### src/rtl/uart_pkg.sv
// Shared UART constants and FSM encoding, used by both uart_rx and uart_tx
// so that the two ends agree on a single baud constant.
package uart_pkg;

  localparam int unsigned CLKS_PER_BIT_DEFAULT = 217;
  localparam int unsigned MID_DEFAULT          = CLKS_PER_BIT_DEFAULT / 2;

  typedef enum logic [1:0] {
    ST_IDLE  = 2'd0,
    ST_START = 2'd1,
    ST_DATA  = 2'd2,
    ST_STOP  = 2'd3
  } rx_state_e;

  // 2-of-3 majority vote used to filter single-sample glitches
  function automatic logic maj3(input logic a, input logic b, input logic c);
    return (a & b) | (a & c) | (b & c);
  endfunction

endpackage

### src/rtl/uart_rx_sync.sv
// Brings the asynchronous serial line into sys_clk with a 2-FF synchronizer
// and flags a high-to-low transition using a third delay FF.
module uart_rx_sync (
  input  logic sys_clk,
  input  logic sys_rst_n,
  input  logic rx_in,
  output logic rx_s,
  output logic fall
);

  logic r_meta;
  logic r_s;
  logic r_d;

  // Idle-high reset so a line held high after reset is not seen as an edge
  always_ff @(posedge sys_clk or negedge sys_rst_n) begin
    if (!sys_rst_n) begin
      r_meta <= 1'b1;
      r_s    <= 1'b1;
      r_d    <= 1'b1;
    end else begin
      r_meta <= rx_in;
      r_s    <= r_meta;
      r_d    <= r_s;
    end
  end

  assign rx_s = r_s;
  assign fall = r_d & ~r_s;

endmodule

### src/rtl/uart_rx.sv
// 8N1 UART receiver: centre-of-bit majority sampling, LSB-first shifter,
// and early return to IDLE at stop-bit centre for gapless back-to-back frames.
module uart_rx
  import uart_pkg::*;
#(
  parameter int unsigned CLKS_PER_BIT = CLKS_PER_BIT_DEFAULT,
  parameter int unsigned MID          = CLKS_PER_BIT / 2
) (
  input  logic       sys_clk,
  input  logic       sys_rst_n,
  input  logic       rx_in,
  output logic [7:0] data,
  output logic       rx_done,
  output logic       frame_err,
  output logic       rx_busy
);

  localparam int unsigned CNT_W = $clog2(CLKS_PER_BIT);

  logic             w_rx_s;
  logic             w_fall;
  logic             w_wrap;
  logic             w_resolve;
  logic             w_bit;

  rx_state_e        r_state;
  rx_state_e        w_state_next;
  logic [CNT_W-1:0] r_baud;
  logic [CNT_W-1:0] w_baud_next;
  logic [2:0]       r_bit_idx;
  logic [2:0]       w_bit_idx_next;
  logic [7:0]       r_shift;
  logic [7:0]       w_shift_next;
  logic [7:0]       r_data;
  logic [7:0]       w_data_next;
  logic             w_done_next;
  logic             w_err_next;
  logic             r_done;
  logic             r_err;
  logic             r_busy;
  logic             r_samp0;
  logic             r_samp1;

  uart_rx_sync u_sync (
    .sys_clk   (sys_clk),
    .sys_rst_n (sys_rst_n),
    .rx_in     (rx_in),
    .rx_s      (w_rx_s),
    .fall      (w_fall)
  );

  assign w_wrap    = (r_baud == CNT_W'(CLKS_PER_BIT - 1));
  assign w_resolve = (r_baud == CNT_W'(MID + 1));
  assign w_bit     = maj3(r_samp0, r_samp1, w_rx_s);

  // Next-state, counters, shifter and pulse decode
  always_comb begin
    w_state_next   = r_state;
    w_baud_next    = w_wrap ? '0 : r_baud + CNT_W'(1);
    w_bit_idx_next = r_bit_idx;
    w_shift_next   = r_shift;
    w_data_next    = r_data;
    w_done_next    = 1'b0;
    w_err_next     = 1'b0;

    case (r_state)
      ST_IDLE: begin
        w_baud_next    = '0;
        w_bit_idx_next = 3'd0;
        if (w_fall) begin
          w_state_next = ST_START;
        end
      end
      ST_START: begin
        if (w_resolve && w_bit) begin
          w_state_next = ST_IDLE;
          w_baud_next  = '0;
        end else if (w_wrap) begin
          w_state_next = ST_DATA;
        end
      end
      ST_DATA: begin
        if (w_resolve) begin
          w_shift_next[r_bit_idx] = w_bit;
        end
        if (w_wrap) begin
          if (r_bit_idx == 3'd7) begin
            w_state_next = ST_STOP;
          end else begin
            w_bit_idx_next = r_bit_idx + 3'd1;
          end
        end
      end
      ST_STOP: begin
        // Leave at stop-bit centre so a following start edge is not missed
        if (w_resolve) begin
          w_state_next = ST_IDLE;
          w_baud_next  = '0;
          if (w_bit) begin
            w_data_next = r_shift;
            w_done_next = 1'b1;
          end else begin
            w_err_next  = 1'b1;
          end
        end
      end
      default: begin
        w_state_next = ST_IDLE;
        w_baud_next  = '0;
      end
    endcase
  end

  always_ff @(posedge sys_clk or negedge sys_rst_n) begin
    if (!sys_rst_n) begin
      r_state   <= ST_IDLE;
      r_baud    <= '0;
      r_bit_idx <= 3'd0;
      r_shift   <= 8'h00;
      r_data    <= 8'h00;
      r_done    <= 1'b0;
      r_err     <= 1'b0;
      r_busy    <= 1'b0;
      r_samp0   <= 1'b1;
      r_samp1   <= 1'b1;
    end else begin
      r_state   <= w_state_next;
      r_baud    <= w_baud_next;
      r_bit_idx <= w_bit_idx_next;
      r_shift   <= w_shift_next;
      r_data    <= w_data_next;
      r_done    <= w_done_next;
      r_err     <= w_err_next;
      r_busy    <= (w_state_next != ST_IDLE);
      if (r_baud == CNT_W'(MID - 1)) begin
        r_samp0 <= w_rx_s;
      end
      if (r_baud == CNT_W'(MID)) begin
        r_samp1 <= w_rx_s;
      end
    end
  end

  assign data      = r_data;
  assign rx_done   = r_done;
  assign frame_err = r_err;
  assign rx_busy   = r_busy;

endmodule
### config.mk
export PLATFORM = sky130hd
export DESIGN_NAME = uart_rx
export DESIGN_NICKNAME = d
export VERILOG_FILES = /design/src/rtl/uart_pkg.sv /design/src/rtl/uart_rx_sync.sv /design/src/rtl/uart_rx.sv
export SDC_FILE = /design/constraint.sdc
export NUM_CORES = 1
export LEC_CHECK = 0
export ABC_CLOCK_PERIOD_IN_PS = 2930
export CAP_MARGIN = 20
export CORE_MARGIN = 2
export CORE_UTILIZATION = 60
export DETAILED_ROUTE_END_ITERATION = 8
export DONT_BUFFER_PORTS = 1
export MAX_ROUTING_LAYER = met4
export PLACE_DENSITY_LB_ADDON = 0.25
export SLEW_MARGIN = 0
export SYNTH_ARGS = -nofsm -noshare
export SYNTH_HDL_FRONTEND = slang
export SYNTH_HIERARCHICAL = 1
export SYNTH_SLANG_ARGS = --single-unit
### constraint.sdc
create_clock -name sys_clk -period 2.93 [get_ports sys_clk]
set_input_delay 0.586 -clock sys_clk [delete_from_list [all_inputs] [get_ports sys_clk]]
set_output_delay 0.586 -clock sys_clk [all_outputs]
set_load 0.02 [all_outputs]
After elaboration in Yosys (flattened, before gate mapping)
Cells that the tools add are included.
W data, S select, Z words.
{"block": "totals", "regBits": 37, "input_bits": 3, "out_inout_bits": 11, "wordCells": 65}
{"block": "op_classes", "n_lt_le_gt_ge": 2, "n_addsub": 2, "eq_ne": 10, "n_mux": 23, "reduce_logical": 8, "bitwise": 7}
{"op": "$eq A8 B7 Y1 const B", "count": 3}
{"op": "$mux W8", "count": 3}
{"op": "$pmux W8 S3", "count": 1}
{"op": "$mux W2", "count": 6}
{"op": "$add A8 B1 Y8 const B", "count": 1}
{"op": "$bwmux W8", "count": 1}
{"op": "$eq A8 B8 Y1 const B", "count": 1}
{"op": "$pmux W2 S4", "count": 1}
{"op": "$mux W1", "count": 7}
{"op": "$mux W3", "count": 2}
{"op": "$pmux W3 S2", "count": 1}
{"op": "$reduce_and A3 Y1", "count": 2}
{"op": "$and A1 B1 Y1", "count": 4}
{"op": "$eq A2 B2 Y1 const B", "count": 2}
{"op": "$lt A3 B4 Y1 const B", "count": 1}
{"op": "$ne A2 B2 Y1 const B", "count": 2}
{"op": "$reduce_bool A2 Y1", "count": 2}
{"op": "$add A3 B1 Y3 const B", "count": 1}
{"op": "$demux W1 S3", "count": 1}
{"op": "$eq A3 B3 Y1 const B", "count": 1}
{"op": "$ge A3 B1 Y1 const B", "count": 1}
{"op": "$eq A2 B1 Y1 const B", "count": 1}
{"op": "$logic_and A1 B1 Y1", "count": 2}
{"op": "$logic_not A2 Y1", "count": 1}
{"op": "3 further kinds", "count": 4}

Logic depth before layout (Yosys ltp)
{"block": "depth", "ltp_word": 7, "ltp_mapped": 7, "depth_no_buf": 6}

Hierarchy
The synthesis kept the hierarchy.
{"mod": "uart_rx", "area_per_inst_um2": 1715.4, "seq_area_each_um2": 853.3, "cells_per_inst": 157, "n_inst": 1}
{"mod": "uart_rx_sync", "area_per_inst_um2": 92.6, "seq_area_each_um2": 78.8, "cells_per_inst": 4, "n_inst": 1}

Worst setup path before layout
No wires, ideal clock.
{"block": "synth_timing", "kind": "register to register", "startpoint": "register r_baud[1]", "endpoint": "register r_shift[4]", "t_arrival_ns": 1.585, "path_stages_with_launch": 7, "path_buffers": 0, "synth_period_minus_slack_ns": 1.710, "required_time_ns": 2.805, "setup_time_ns": 0.125, "setup_slack_ns": 1.220, "path_cell_list": "dfrtp_1 -> inv_1 -> ha_1 -> and3_1 -> nand3_2 -> or4_4 -> mux2_4"}
{"block": "synth_between", "elab_chain_len": 2}
{"element": "start: declaration", "line_no": "uart_rx.sv:28", "rtl": "logic [CNT_W-1:0] r_baud;"}
{"element": "start signal: assignment", "line_no": "uart_rx.sv:128", "rtl": "r_baud <= w_baud_next;"}
{"element": "$eq A8 B7 Y1", "line_no": "uart_rx.sv:53", "rtl": "assign w_resolve = (r_baud == CNT_W'(MID + 1));"}
{"element": "$reduce_and A2 Y1 (no line)"}
{"element": "end signal: assignment", "line_no": "uart_rx.sv:130", "rtl": "r_shift <= w_shift_next;"}
{"element": "end: declaration", "line_no": "uart_rx.sv:32", "rtl": "logic [7:0] r_shift;"}
Every way passes these cells.
A chain may end at the register's enable or synchronous reset.

Worst setup path in the final report
{"block": "layout_timing", "startpoint": "register u_sync.r_s, in the netlist u_sync/rx_s", "endpoint": "register r_baud[5]"}
{"block": "layout_between", "elab_chain_len": 6, "word_cells_on_any_way": 7, "cone_classes": "mux (2); bitwise (4); reduce/logical (1)"}
{"element": "start: declaration", "line_no": "uart_rx_sync.sv:12", "rtl": "logic r_s;"}
{"element": "start signal: assignment", "line_no": "uart_rx_sync.sv:23", "rtl": "r_s <= r_meta;"}
{"element": "$and A1 B1 Y1", "line_no": "uart_pkg.sv:17", "rtl": "return (a & b) | (a & c) | (b & c);"}
{"element": "$or A1 B1 Y1", "line_no": "uart_pkg.sv:17"}
{"element": "$or A1 B1 Y1 (*)", "line_no": "uart_pkg.sv:17"}
{"element": "$logic_and A1 B1 Y1 (*)", "line_no": "uart_rx.sv:75", "rtl": "if (w_resolve && w_bit) begin"}
{"element": "$mux W8 (*)", "line_no": "uart_rx.sv:75"}
{"element": "$pmux W8 S3 (*)", "line_no": "uart_rx.sv:66", "rtl": "case (r_state)"}
{"element": "via w_baud_next[5]", "line_no": "uart_rx.sv:29", "rtl": "logic [CNT_W-1:0] w_baud_next;"}
Mark *: on every way through the listed nets, which the timed path passes. The rest lies on a longest branch.

==> results.ini <==
[run_status]
status = finished, final reports clean

[setup_path]
ff2ff_path_depth = 4
r2r-end = r_baud[5]
setup.worst_path.start_class = register
crit_type = reg2reg
path_max_fanout = 15
rr_startpoint = u_sync/rx_s
cp.arrival_ps = 2270
critPathCaptureType = register
rrSetupSlack_ps = 880
cp.required_ps = 3150

[sta]
fin_crit_ps = 2050
max_slew.worst_pin.slew_ps = 550
skew_ps = 10.8
fmax_ghz = 0.488
hold_viol = 0
final-setup-viol-count = 0
drv_slew = 0
fin_crit_sh_pct = 70.0
rsz0062_at_grt = no
relSlewSlack_pct = 63.1
setup_tns_ps = 0

[finish]
post-route-util_pct = 68.5
final_cell_count_no_fill = 194
syn2layout_area_growth_pct = 6.23
num_antenna_cells = 0
layout_common_cells = dfrtp_1 (32), nand2_1 (14), nor2_1 (13)
drive_above_1_share_pct = 18.4
final_common_cell = dfrtp_1
layout.nets = 170
nFillCells = 220

[grt]
grt_pass1_vias = 1160
grt_max_degree = 33
gr-usage-met1_pct = 28.0
met2_usage_pct = 33.5
track_usage_pct = 22.0
grt_util_met3_pct = 5.27
overflow = 0
grt_pass1_wl_um = 5440
antenna_found_initial = 0
busiest_layer = met2

[clocking]
clock_latency_ps = 350
cts-htree-levels = 2
clk_path_buf_depth = 2
cts_buffers = 5
root_buffer = clkbuf_4
clkSinkCount = 37
cts_tree = yes
path_clk_slew_ps = 120
cts_resized = 0

[yosys]
async_flop_share_pct = 100
yosys-top-cells-area = dfrtp_1 (44%), dfstp_2 (7.3%), mux2_2 (5.6%), mux2_1 (5.0%), ha_1 (3.5%)
synth_top_family_by_area = simple AND/OR/NAND/NOR gates
synth-warning-count = 6
synth-edff-count = 0
synthSimpleGateAreaFrac_pct = 20.8
netlist_instances = 161
ys_dominant_reg_cell = dfrtp_1
syn_nets = 169
ys_ff_latch = 37
synth_seq_area_share_pct = 51.6
synth_area_um2 = 1810
synthDistinctLibCells = 42
synth_top_area_share_pct = 44.3
synth_area_per_cell_um2 = 11.2
synth_xor_area_share_pct = 2.42
yosys.area.top_type = dfrtp_1
synth_compound_area_share_pct = 7.13
synth_mux_area_share_pct = 11.4
synthAdderAreaFrac_pct = 4.01

[detailed_routing]
vias_per_cell = 6.17
vias = 1197
drc = 0
drtAntennaViolNets = 0
wl_per_cell_um = 15.4
routed_wl_um = 2990
drtIter0Drc = 45
first_pass_iters = 4

[placed_design]
placedCellCount = 185
dp_hpwl_um = 2140
gp_congestion = 0.854
io_buffer_count = 0

[power]
cellPowerDensity_nw_per_um2 = 646
leakage_nw = 0.864
ir_drop_mv = 0.523

[worst_hold_path]
holdCritPathClass = in2async

[die]
core-area_um2 = 2810
initial_utilization_pct = 64.5
die-area_um2 = 3470
die_y_um = 58.9
die_width_um = 58.9
ios = 14
rows = 19

[job]
cap_violations = 0

[synth_stat cells (2+ instances only)]
library cell  instances
o21ai_0               3
dfstp_2               5
xor2_1                4
clkbuf_1              4
o211ai_1              3
mux2_2                9
a21oi_1               6
nor4_1                2
inv_1                 5
mux2_1                8
and2_1                2
nand3_1               6
nand4b_1              3
buf_2                 3
nor2_1               13
nor3_1                5
nand4_1               3
dfrtp_1              32
nand2_1              14
nand3b_1              2
ha_1                  5
and3_1                4
[area by class of cell]
cell class / count / area [um^2] / area share (%)
clock buffers: 5 / 37.5 / 1.95
well taps: 31 / 38.8 / 2.02
repair buffers: 1 / 20.0 / 1.04
clock inverters: 3 / 46.3 / 2.41
flip-flops and latches: 37 / 932 / 48.5
multi-input cells: 112 / 827 / 43.1
inverters: 5 / 18.8 / 0.977
[registers in the layout, indices dropped and copies added (netlist names)]
| name | flops |
|---|---|
| u_sync/r_d | 1 |
| r_shift | 8 |
| r_bit_idx | 3 |
| u_sync/rx_s | 1 |
| u_sync/r_meta | 1 |
| rx_busy | 1 |
| rx_done | 1 |
| r_samp1 | 1 |
| data | 8 |
| frame_err | 1 |
| r_state | 2 |
| r_samp0 | 1 |
| r_baud | 8 |
[stage by stage]
step	instance area (um^2)	total power [mW]	worst slack, ps	hold WS (ps)
6_report	1920	1.24	880	41.5
5_1_grt	1920	1.33	705	25.4
4_1_cts	1920	1.25	849	37.6
3_5_place_dp	1820	0.885	874	292
3_3_place_gp	1820	0.869	966	291
2_1_floorplan	1810	0.829	1220	290
[metal layers]
metal / vias up / routed length (um) / part of all wire (%)
li1: 581 / - / -
met1: 587 / 1380 / 46
met2: 21 / 1440 / 48
met3: 8 / 103 / 3.4
met4: 0 / 68 / 2.3
met5: - / 0 / 0
[critical path: stages, from the launching register on]
cell and delay [ps]:
dfstp_2 600, maj3_1 520, nor3_1 150, o31ai_2 530
nor2_1 120
[worst max-delay path by stage]
stage                     start          to  slack, ps  depth (start not counted)
floorplan             r_baud[1]  r_shift[4]       1220                          6
global placement    u_sync/rx_s   r_baud[5]        970                          4
detailed placement  u_sync/rx_s   r_baud[5]        870                          4
CTS                 u_sync/rx_s   r_baud[5]        850                          4
global route        u_sync/rx_s   r_baud[3]        710                          4
finish              u_sync/rx_s   r_baud[5]        880                          4
[what timing repair did]
item                                   in CTS  in global routing
endpoints found under the hold margin      32                  0
setup buffers                               0                  0
hold buffers                                1                  0
[where the power goes]
| part | switching [mW] | internal [mW] |
|---|---|---|
| combinational | 0.124 | 0.102 |
| sequential | 0.0845 | 0.575 |
| clock | 0.174 | 0.181 |
| total | 0.383 | 0.858 |
[logic make-up (layout without fill, tap and decap cells)]
group / after synthesis / in the layout
DFF: 37 / 37
AOI/OAI and AO/OA: 19 / 19
muxes: 18 / 18
xor gates and xnor gates: 5 / 5
adders and majority gates: 6 / 6
buffers and inverters: 12 / 14
and+or+nand+nor: 64 / 64
(Power assumes the default switching activity.)
